**config.mk**
```make
export PLATFORM = sky130hd
export DESIGN_NAME = logic_unit_pipe
export DESIGN_NICKNAME = d
export VERILOG_FILES = /design/src/rtl/logic_unit_pipe.sv
export SDC_FILE = /design/constraint.sdc
export NUM_CORES = 1
export LEC_CHECK = 0
export CORE_MARGIN = 4
export CORE_UTILIZATION = 50
export CTS_CLUSTER_SIZE = 25
export DETAILED_ROUTE_END_ITERATION = 10
export PLACE_DENSITY = 0.82
export SLEW_MARGIN = 20
export SYNTH_ARGS = -nofsm -noshare
export SYNTH_HDL_FRONTEND = slang
export SYNTH_SLANG_ARGS = --single-unit
```
**constraint.sdc**
```tcl
create_clock -name clk -period 6.3 [get_ports clk]
set_clock_uncertainty 0.2 [all_clocks]
set_input_delay 1.26 -clock clk [delete_from_list [all_inputs] [get_ports clk]]
set_output_delay 1.26 -clock clk [all_outputs]
set_load 0.02 [all_outputs]
```
**src/rtl/logic_unit_pipe.sv**
```systemverilog
// -----------------------------------------------------------------------------
// logic_unit_pipe
//   Registered, parametrised bitwise logic unit. It applies one of eight bitwise
//   operations to WIDTH-bit operands and presents the result through a single
//   output register with valid/ready handshakes on both sides. In accumulate
//   mode the second operand is the previous result instead of b.
//
// Parameters
//   WIDTH      operand/result width in bits (>= 1)
//   CNT_W      width of the saturating accepted-transaction counter (>= 1)
//
// Ports
//   clk        clock; all state updates on the rising edge
//   reset      synchronous, active-high reset
//   in_valid   a/b/op/acc_en carry a transaction this cycle
//   in_ready   unit can accept a transaction this cycle
//   a, b       operands (b is ignored when acc_en = 1)
//   op         operation select:
//                0 AND, 1 OR, 2 NAND, 3 NOR, 4 XOR, 5 XNOR, 6 NOTA, 7 PASSA
//   acc_en     1: second operand is the accumulator instead of b
//   out_valid  y/y_zero/y_parity hold a valid result
//   out_ready  consumer takes the result this cycle
//   y          registered result
//   y_zero     y == 0, registered with y
//   y_parity   XOR reduction of y, registered with y
//   op_count   number of accepted transactions, saturating
// -----------------------------------------------------------------------------
module logic_unit_pipe #(
   parameter int unsigned WIDTH = 8,
   parameter int unsigned CNT_W = 8
) (
   input  logic             clk,
   input  logic             reset,
   input  logic             in_valid,
   output logic             in_ready,
   input  logic [WIDTH-1:0] a,
   input  logic [WIDTH-1:0] b,
   input  logic [2:0]       op,
   input  logic             acc_en,
   output logic             out_valid,
   input  logic             out_ready,
   output logic [WIDTH-1:0] y,
   output logic             y_zero,
   output logic             y_parity,
   output logic [CNT_W-1:0] op_count
);

   typedef enum logic [2:0] {
      OpAnd   = 3'd0,
      OpOr    = 3'd1,
      OpNand  = 3'd2,
      OpNor   = 3'd3,
      OpXor   = 3'd4,
      OpXnor  = 3'd5,
      OpNota  = 3'd6,
      OpPassa = 3'd7
   } op_e;

   // Registered state
   logic [WIDTH-1:0] y_q;
   logic             zero_q;
   logic             parity_q;
   logic             valid_q;
   logic [WIDTH-1:0] acc_q;
   logic [CNT_W-1:0] cnt_q;

   // Combinational datapath
   logic [WIDTH-1:0] opnd_b;
   logic [WIDTH-1:0] result;
   logic             accept;
   logic             transfer;
   logic             cnt_sat;

   // The output register frees up either when empty or when it drains this
   // cycle, which gives full back-to-back throughput with a single stage.
   assign in_ready = !valid_q || out_ready;
   assign accept   = in_valid && in_ready;
   assign transfer = valid_q && out_ready;
   assign cnt_sat  = (cnt_q == {CNT_W{1'b1}});

   always_comb begin
      opnd_b = acc_en ? acc_q : b;
      result = '0;
      case (op_e'(op))
         OpAnd:   result = a & opnd_b;
         OpOr:    result = a | opnd_b;
         OpNand:  result = ~(a & opnd_b);
         OpNor:   result = ~(a | opnd_b);
         OpXor:   result = a ^ opnd_b;
         OpXnor:  result = ~(a ^ opnd_b);
         OpNota:  result = ~a;
         OpPassa: result = a;
         default: result = '0;
      endcase
   end

   always_ff @(posedge clk) begin
      if (reset) begin
         y_q      <= '0;
         zero_q   <= 1'b0;
         parity_q <= 1'b0;
         valid_q  <= 1'b0;
         acc_q    <= '0;
         cnt_q    <= '0;
      end else begin
         if (accept) begin
            y_q      <= result;
            zero_q   <= (result == '0);
            parity_q <= ^result;
            // acc follows every accepted result, whichever operand was used.
            acc_q    <= result;
         end

         // A simultaneous transfer and accept keeps the register full.
         if (accept) begin
            valid_q <= 1'b1;
         end else if (transfer) begin
            valid_q <= 1'b0;
         end

         if (accept && !cnt_sat) begin
            cnt_q <= cnt_q + CNT_W'(1);
         end
      end
   end

   assign out_valid = valid_q;
   assign y         = y_q;
   assign y_zero    = zero_q;
   assign y_parity  = parity_q;
   assign op_count  = cnt_q;

endmodule

```
* Word level (Yosys, flattened, before mapping)
Index checks and enable logic that the tools add are counted. Widths: inputs -> output; s select.
Word-level totals: register bits 19, latch bits 0, memory bits (writable) 0, ROM bits 0, input bits 24, output and inout bits 20, word-level logic and storage cells 35, memories 0
Cells by class: add/subtract/negate cells 1, multiply operators 0, divide/modulo/power cells 0, order comparisons 0, equal/unequal tests 8, shift-type cells 0, muxes and demuxes 4, bitwise logic cells 7, reduce and logical (&&, ||, !) cells 10
Operators by type and width (count):
- $pmux 8 s8 | 1
- $not 8->8 | 4
- $eq 3x3->1 const B | 4
- $add 8x1->8 const B | 1
- $and 8x8->8 | 1
- $eq 8x8->1 const B | 1
- $logic_not 8->1 | 1
- $mux 8 | 1
- $or 8x8->8 | 1
- $reduce_xor 8->1 | 1
- $xor 8x8->8 | 1
- $eq 3x2->1 const B | 2
- $eq 3x1->1 const B | 1
- $logic_and 1x1->1 | 3
- $logic_not 3->1 | 1
- $logic_not 1->1 | 2
- $mux 1 | 2
- $reduce_bool 2->1 | 1
- $logic_or 1x1->1 | 1

* Depth between registers and ports, before layout
Gate-level depths: netlist of the first run.
depth after elaboration 5, gate-level depth with buffers 13, depth with buffers taken out 12

* Worst setup path after synthesis of the first run
No wires, ideal clock.
path kind in2reg, from in acc_en, to reg parity_q (netlist: y_parity), setup time 86 ps, data arrival time 3640 ps, data required time 6014 ps, path slack 2375 ps, stages on the path 11, path buffers 1, cell sequence clkbuf_1 > mux2i_1 > ha_1 > nor3b_1 > or4_4 > nand2_1 > and3_4 > ha_1 > xnor2_1 > xnor2_1 > a211oi_1
Between the ends: cells in the longest elaborated chain, start to end 5, elaborated cells between the ends (all ways) 9, classes of those cells 2 x mux; 6 x bitwise; 1 x reduce/logical
Ends and longest elaborated chain:
- from (decl) | RTL line 39 | input logic acc_en,
- $mux 8 * | RTL line 82 | opnd_b = acc_en ? acc_q : b;
- $xor 8x8->8, or another cell as far along | RTL line 89, 90
- $not 8->8 (on tied branches) | RTL line 90, 87, 88
- $pmux 8 s8 * | RTL line 84 | case (op_e'(op))
- $reduce_xor 8->1 * | RTL line 109 | parity_q <= ^result;
- to (signal assigned) | RTL line 109
- to (decl) | RTL line 62 | logic parity_q;
Every way passes the cells marked *; elsewhere a longest branch is shown, timed or not. A chain may end at the register's enable or synchronous reset.

* Worst setup path after layout of the first run
Ends and elaborated chain as after synthesis.

==> parameters.txt, run 1 <==
Parameter                              Value

Yosys
  Register bit total from synthesis    19
  Cell type contributing the most total cell area after synthesis    sky130_fd_sc_hd__dfxtp_1
  Synthesized instance count    202
  Top FF cell, synth    sky130_fd_sc_hd__dfxtp_1
  Proportion of synthesized chip area in sequential cells    22.8%
  Top cells by area in the synthesized netlist    sky130_fd_sc_hd__dfxtp_1 (23%), sky130_fd_sc_hd__ha_1 (16%), sky130_fd_sc_hd__mux2i_1 (13%)
  Most repeated cell in the gate-level netlist after synthesis    sky130_fd_sc_hd__inv_1
  Mean post-synth cell area    8.24 um2
  Post-synth top cells    sky130_fd_sc_hd__inv_1 (25), sky130_fd_sc_hd__mux2i_1 (22), sky130_fd_sc_hd__ha_1 (21)
  Cell area after synthesis    1670 um2
  Yosys warning count    0
  Post-synth EDFFs    0
  Share of synthesized flip-flops with an asynchronous set or reset    0%
  Proportion of netlist area held by the largest area contributor    22.8%
  Number of nets produced by synthesis    247
  Number of unique standard cell types used by synthesis    32

Clock network
  Quantity of gates resized following cts    0
  CTS sink count    19
  Number of buffers created by CTS    3
  Post-CTS setup buffers    0
  Deepest level of the CTS H-tree    1
  Deepest clock path buffer count    2
  Count of hold-fix buffers inserted at cts    0
  TritonCTS clock tree    yes
  CTS clk-pin slew, worst paths    0.10 ns
  Clock latency reported for the late side of the worst-skew pair    0.29 ns
  CTS Root Buffer Type    sky130_fd_sc_hd__clkbuf_4

Power
  Leak pwr    0.930 nW
  Total chip power    0.349 mW
  Worst VDD drop    0.118 mV
  Switching part of the total power    33.5%
  Proportion of power drawn by combinational gates    44.1%
  Ratio of total power to cell area    166 nW/um2
  Sequential power share    38.9%
  P_sw    0.117 mW
  Fraction of power consumed by the clock network    17.1%
  Pint    0.232 mW

Final layout
  Synthesis-to-finish area growth    26.5%
  Layout fillers    269
  FF+latch area    380 um2
  Count of non-filler cells in the finished layout    282
  Area used by multi-input combinational logic    1130 um2
  Share of final-layout standard cells stronger than drive strength 1    4.20%
  Nets    284
  End-of-flow core utilization    67.4%
  ANT cells    0

Routing
  WL per Instance    12.4 um
  First-pass detailed-route iteration total    4
  Total Routed Length    3480 um
  Total number of vias    1,446
  Antenna violation net count after detailed routing    0
  Number of design rule violations left after detail routing    0
  Iteration-0 DRC count of the detailed router    57
  Number of vias per cell    5.13

Timing
  Timing-limited maximum frequency    235 MHz
  Slew Limit Headroom    32.0%
  Setup TNS    0 ns
  Slack of the critical path    2.04 ns
  Setup repair after global routing missed its margin    no
  Max Transition Viols Final    0
  Share of the cycle needed by the critical path after routing    67.6%
  Setup-violating endpoint count in the final report    0
  Count of final hold-check violations    0
  Time the final worst path needs with I/O delays and setup    4.26 ns
  Least-Margin Pin Slew    1.02 ns

Run
  Number of maximum-capacitance constraint violations    0

Global routing
  Initial antenna violation count    0
  Global Route Usage Sum    17.1%
  Overall overflow remaining after global route    0
  Number of global-route vias before repair    1,284
  Largest net degree at the start of global routing    28
  First-pass GRT wire length    5890 um

Floorplanning
  Die outline area    4320 um2
  Chip height    65.7 um
  Horizontal die dimension    65.7 um
  Floorplan row count    20
  Num ports    44
  Starting utilization of the core area    53.2%
  Core area    3130 um2

Worst setup path
  Critical setup path kind    in -> reg
  Worst path arrival time    4.26 ns
  Longest individual stage delay on the worst path    0.82 ns
  Sort of element at the end of the critical path    register
  Cell with the largest stage delay on the worst path    sky130_fd_sc_hd__clkdlybuf4s50_1
  Required time at the worst-slack endpoint    6.30 ns
  Category of the worst setup path launch point    input pin
  Highest fanout seen on the critical path    8
  Cell-by-cell listing of the critical path    clkdlybuf4s50_1 -> mux2i_1 -> ha_1 -> a211oi_2 -> or4_4 -> nand2_1 -> and3_4 -> ha_1 -> xnor2_1 -> xnor2_1 -> a211oi_1

Place
  Pre-CTS worst setup slack    1.71 ns
  DP Cell Count    278
  Number of buffers inserted by port buffering    43
  Half-perimeter wire length after placement    2720 um
  Routability congestion estimate    0.799

Min path
  Min-delay worst type    reg -> reg

Run status
  Outcome    finished clean
## critical path: cells and delay by family
kind	cells	cell delay (ns)
mux	1	0.30
buf+inv	1	0.82
fa+ha+maj	2	0.46
xor+xnor	2	0.28
compound gates	2	0.29
simple gates	3	0.86
## cells in the final DEF (no fill, tap or decap), types with 5 or more instances in the layout
cell                              instances
sky130_fd_sc_hd__mux2i_1                 22
sky130_fd_sc_hd__a21oi_1                  5
sky130_fd_sc_hd__inv_1                   25
sky130_fd_sc_hd__ha_1                    21
sky130_fd_sc_hd__dfxtp_1                 19
sky130_fd_sc_hd__nand3_1                  5
sky130_fd_sc_hd__clkdlybuf4s50_1         42
sky130_fd_sc_hd__nor2_1                  20
sky130_fd_sc_hd__o21ai_0                 10
sky130_fd_sc_hd__xnor2_1                 20
sky130_fd_sc_hd__nand2_1                 13
sky130_fd_sc_hd__a211oi_1                 7
## cells by family after synthesis
kind of cell | synth area share, %
adders and majority gates | 15.8
muxes | 13.2
AOI/OAI and AO/OA | 11.4
and+or+nand+nor | 16.2
DFF | 22.8
buffers and inverters | 9.54
xor gates and xnor gates | 11.0
## routing by layer
metal	part of all wire, %	GRT usage (%)	routed length [um]	up-vias
met5	0	0	0	-
met4	0.57	2.33	20	0
met3	3.4	3.42	118	2
met2	49	28.8	1700	26
met1	47	22.9	1640	668
li1	-	-	-	750
## registers in the layout, indices dropped and copies added (netlist names)
| signal | cells |
|---|---|
| op_count | 8 |
| out_valid | 1 |
| acc_q | 8 |
| y_parity | 1 |
| y_zero | 1 |
## final cells by class
class	instances	share of cell area (%)
clock buffer	4	1.25
multi-input combinational	147	53.4
timing repair buffer	43	20.2
tap	44	2.61
inverter	25	4.45
sequential	19	18.1
## final timing paths
check             startpoint       end  slack, ns  depth (start not counted)
hold / removal      acc_q[1]  acc_q[1]       0.29                          2
setup / recovery      acc_en  y_parity       2.04                         11
hold reg to reg     acc_q[1]  acc_q[1]       0.29                          2
setup reg to reg    acc_q[2]  y_parity       3.61                         10
## per-stage QoR
stage / cell area (um2) / hold WS [ns]
after global routing: 2110 / 0.334
after CTS: 2110 / 0.291
final: 2110 / 0.293
after detailed placement: 2090 / 0.270
after global placement: 2090 / 0.267
after floorplan: 1670 / 0.344
## power groups by stage
stage               registers [mW]  clock network (mW)  logic (mW)
floorplan                    0.148                   0      0.0976
global placement             0.138                   0       0.151
detailed placement           0.138                   0       0.155
CTS                          0.136              0.0622       0.156
global route                 0.137              0.0722       0.171
finish                       0.136              0.0595       0.154
No activity file was read; power rests on OpenSTA's default activity.
==> inputs of run 2 (changes only) <==
- CORE_UTILIZATION: 50 -> 49
- PLACE_DENSITY: 0.82 -> 0.81
- clock period: 6.3 -> 4.1 ns (I/O delays scaled with it)
==> parameters.txt, run 2 (same netlist as run 1, synthesis figures left out) <==
Parameter                              Value

Run status
  Outcome    finished clean

Clock network
  Count of hold-fix buffers inserted at cts    0 (unchanged)
  CTS Root Buffer Type    sky130_fd_sc_hd__clkbuf_4
  CTS sink count    19 (unchanged)
  TritonCTS clock tree    yes
  Clock latency reported for the late side of the worst-skew pair    0.29 ns (about the same)
  Quantity of gates resized following cts    0 (unchanged)
  Post-CTS setup buffers    0 (unchanged)
  Deepest level of the CTS H-tree    1 (unchanged)
  Deepest clock path buffer count    2 (unchanged)
  Number of buffers created by CTS    3 (unchanged)
  CTS clk-pin slew, worst paths    0.10 ns (about the same)

Global routing
  Initial antenna violation count    0 (unchanged)
  Largest net degree at the start of global routing    21 (-25%)
  Number of global-route vias before repair    1,310 (+2.0%)
  Global Route Usage Sum    16.0% (-1.1 points)
  First-pass GRT wire length    5700 um (-3.2%)
  Overall overflow remaining after global route    0 (unchanged)

Routing
  Total Routed Length    3320 um (-4.8%)
  WL per Instance    11.6 um (-6.5%)
  First-pass detailed-route iteration total    4 (unchanged)
  Number of vias per cell    4.98 (-3.0%)
  Total number of vias    1,428 (-1.2%)
  Iteration-0 DRC count of the detailed router    57 (unchanged)
  Number of design rule violations left after detail routing    0 (unchanged)
  Antenna violation net count after detailed routing    0 (unchanged)

Power
  Leak pwr    0.954 nW (+2.6%)
  Total chip power    0.538 mW (+54%)
  Worst VDD drop    0.165 mV (+40%)
  Ratio of total power to cell area    250 nW/um2 (+51%)

Timing
  Timing-limited maximum frequency    286 MHz
  Setup TNS    0 ns (unchanged)
  Time the final worst path needs with I/O delays and setup    3.50 ns
  Slew Limit Headroom    52.8% (+21 points)
  Max Transition Viols Final    0 (unchanged)
  Setup repair after global routing missed its margin    no
  Count of final hold-check violations    0 (unchanged)
  Share of the cycle needed by the critical path after routing    85.3%
  Setup-violating endpoint count in the final report    0 (unchanged)
  Least-Margin Pin Slew    0.707 ns (-0.310 ns)

Place
  Routability congestion estimate    0.786 (-1.7%)
  Half-perimeter wire length after placement    2760 um (+1.6%)
  Placement-stage cell area    2120 um2 (+1.8%)
  DP Cell Count    283 (+1.8%)
  Number of buffers inserted by port buffering    43 (unchanged)

Final layout
  Commonest non-fill, non-tap cell in the layout    sky130_fd_sc_hd__clkdlybuf4s50_1
  FF+latch area    380 um2 (unchanged)
  Share of final-layout standard cells stronger than drive strength 1    5.76% (+1.6 points)
  Nets    289 (+1.8%)
  ANT cells    0 (unchanged)
  Most frequent cells in the layout    sky130_fd_sc_hd__clkdlybuf4s50_1 (43), sky130_fd_sc_hd__inv_1 (25), sky130_fd_sc_hd__mux2i_1 (22), sky130_fd_sc_hd__ha_1 (21)
  Final cell area excluding filler cells    2150 um2 (+2.0%)
  Layout fillers    281 (+4.5%)
  Synthesis-to-finish area growth    29.1%
  Count of non-filler cells in the finished layout    287 (+1.8%)
  Area used by multi-input combinational logic    1130 um2 (unchanged)

Min path
  Min-delay worst type    reg -> reg

Worst setup path
  Critical setup path kind    in -> reg
  Required time at the worst-slack endpoint    4.09 ns (-2.21 ns)
  Highest fanout seen on the critical path    3 (-5)
  Sort of element at the end of the critical path    register
  Worst path arrival time    3.49 ns (-0.77 ns)
  Reg2Reg Setup Slack    1.41 ns (-2.20 ns)
  Category of the worst setup path launch point    input pin

Floorplanning
  Floorplan row count    20 (unchanged)
  Num ports    44 (unchanged)
  Chip height    66.3 um (+0.90%)
  Horizontal die dimension    66.3 um (+0.90%)
  Die outline area    4400 um2 (+1.8%)
  Core area    3150 um2 (+0.80%)
  Starting utilization of the core area    52.8% (-0.42 points)

Run
  Number of maximum-capacitance constraint violations    0 (unchanged)
## run 2: cell count changes in the layout (fill, tap and decap cells not counted), sizes merged
cell and delta:
buf +4, clkdlybuf4s50 +1
## run 2: worst max-delay path, cell delays in order
cell and delay, ns:
sky130_fd_sc_hd__clkdlybuf4s50_1 0.55, sky130_fd_sc_hd__mux2i_1 0.26, sky130_fd_sc_hd__ha_1 0.27, sky130_fd_sc_hd__nor3b_1 0.14, sky130_fd_sc_hd__or4_4 0.43, sky130_fd_sc_hd__nand2_1 0.08, sky130_fd_sc_hd__and3_4 0.19, sky130_fd_sc_hd__ha_1 0.23
sky130_fd_sc_hd__xnor2_1 0.19, sky130_fd_sc_hd__xnor2_1 0.09, sky130_fd_sc_hd__a211oi_1 0.24
## run 2: area by class of cell
cell class	count	share of cell area [%]
Clock buffer	4	1.22
Multi-Input combinational cell	147	52.4
Sequential cell	19	17.7
Timing Repair Buffer	48	21.8
Tap cell	44	2.56
Inverter	25	4.37
## run 2: routing by layer
layer | track usage, % | wire length [um] | part of all wire, %
met3 | 2.89 | 113 | 3.4
met2 | 28.7 | 1560 | 47
met1 | 20.1 | 1600 | 48
met5 | 0 | 0 | 0
met4 | 2.03 | 37 | 1.1
## run 2: path summary, 6_finish.rpt
kind	start	end	depth (start not counted)
worst max-delay path	acc_en	y_parity	11
worst min-delay path	acc_q[1]	acc_q[1]	2
worst max register to register	acc_q[2]	y_parity	10
worst min register to register	acc_q[1]	acc_q[1]	2
## run 2: power by group
group / internal, mW / switching, mW / total, mW
Combinational: 0.124 / 0.114 / 0.238
Clock: 0.0378 / 0.0533 / 0.0911
Sequential: 0.198 / 0.0108 / 0.209
Total: 0.360 / 0.178 / 0.538
## run 2: metrics by stage
stage | hold WS [ns] | worst slack [ns] | utilization, %
after floorplan | 0.344 | 0.615 | -
final | 0.284 | 0.601 | 68.2
after global placement | 0.265 | 0.413 | 67.3
after global routing | 0.335 | 0.459 | 68.2
after detailed placement | 0.270 | 0.281 | 67.3
after CTS | 0.283 | 0.577 | 68.2
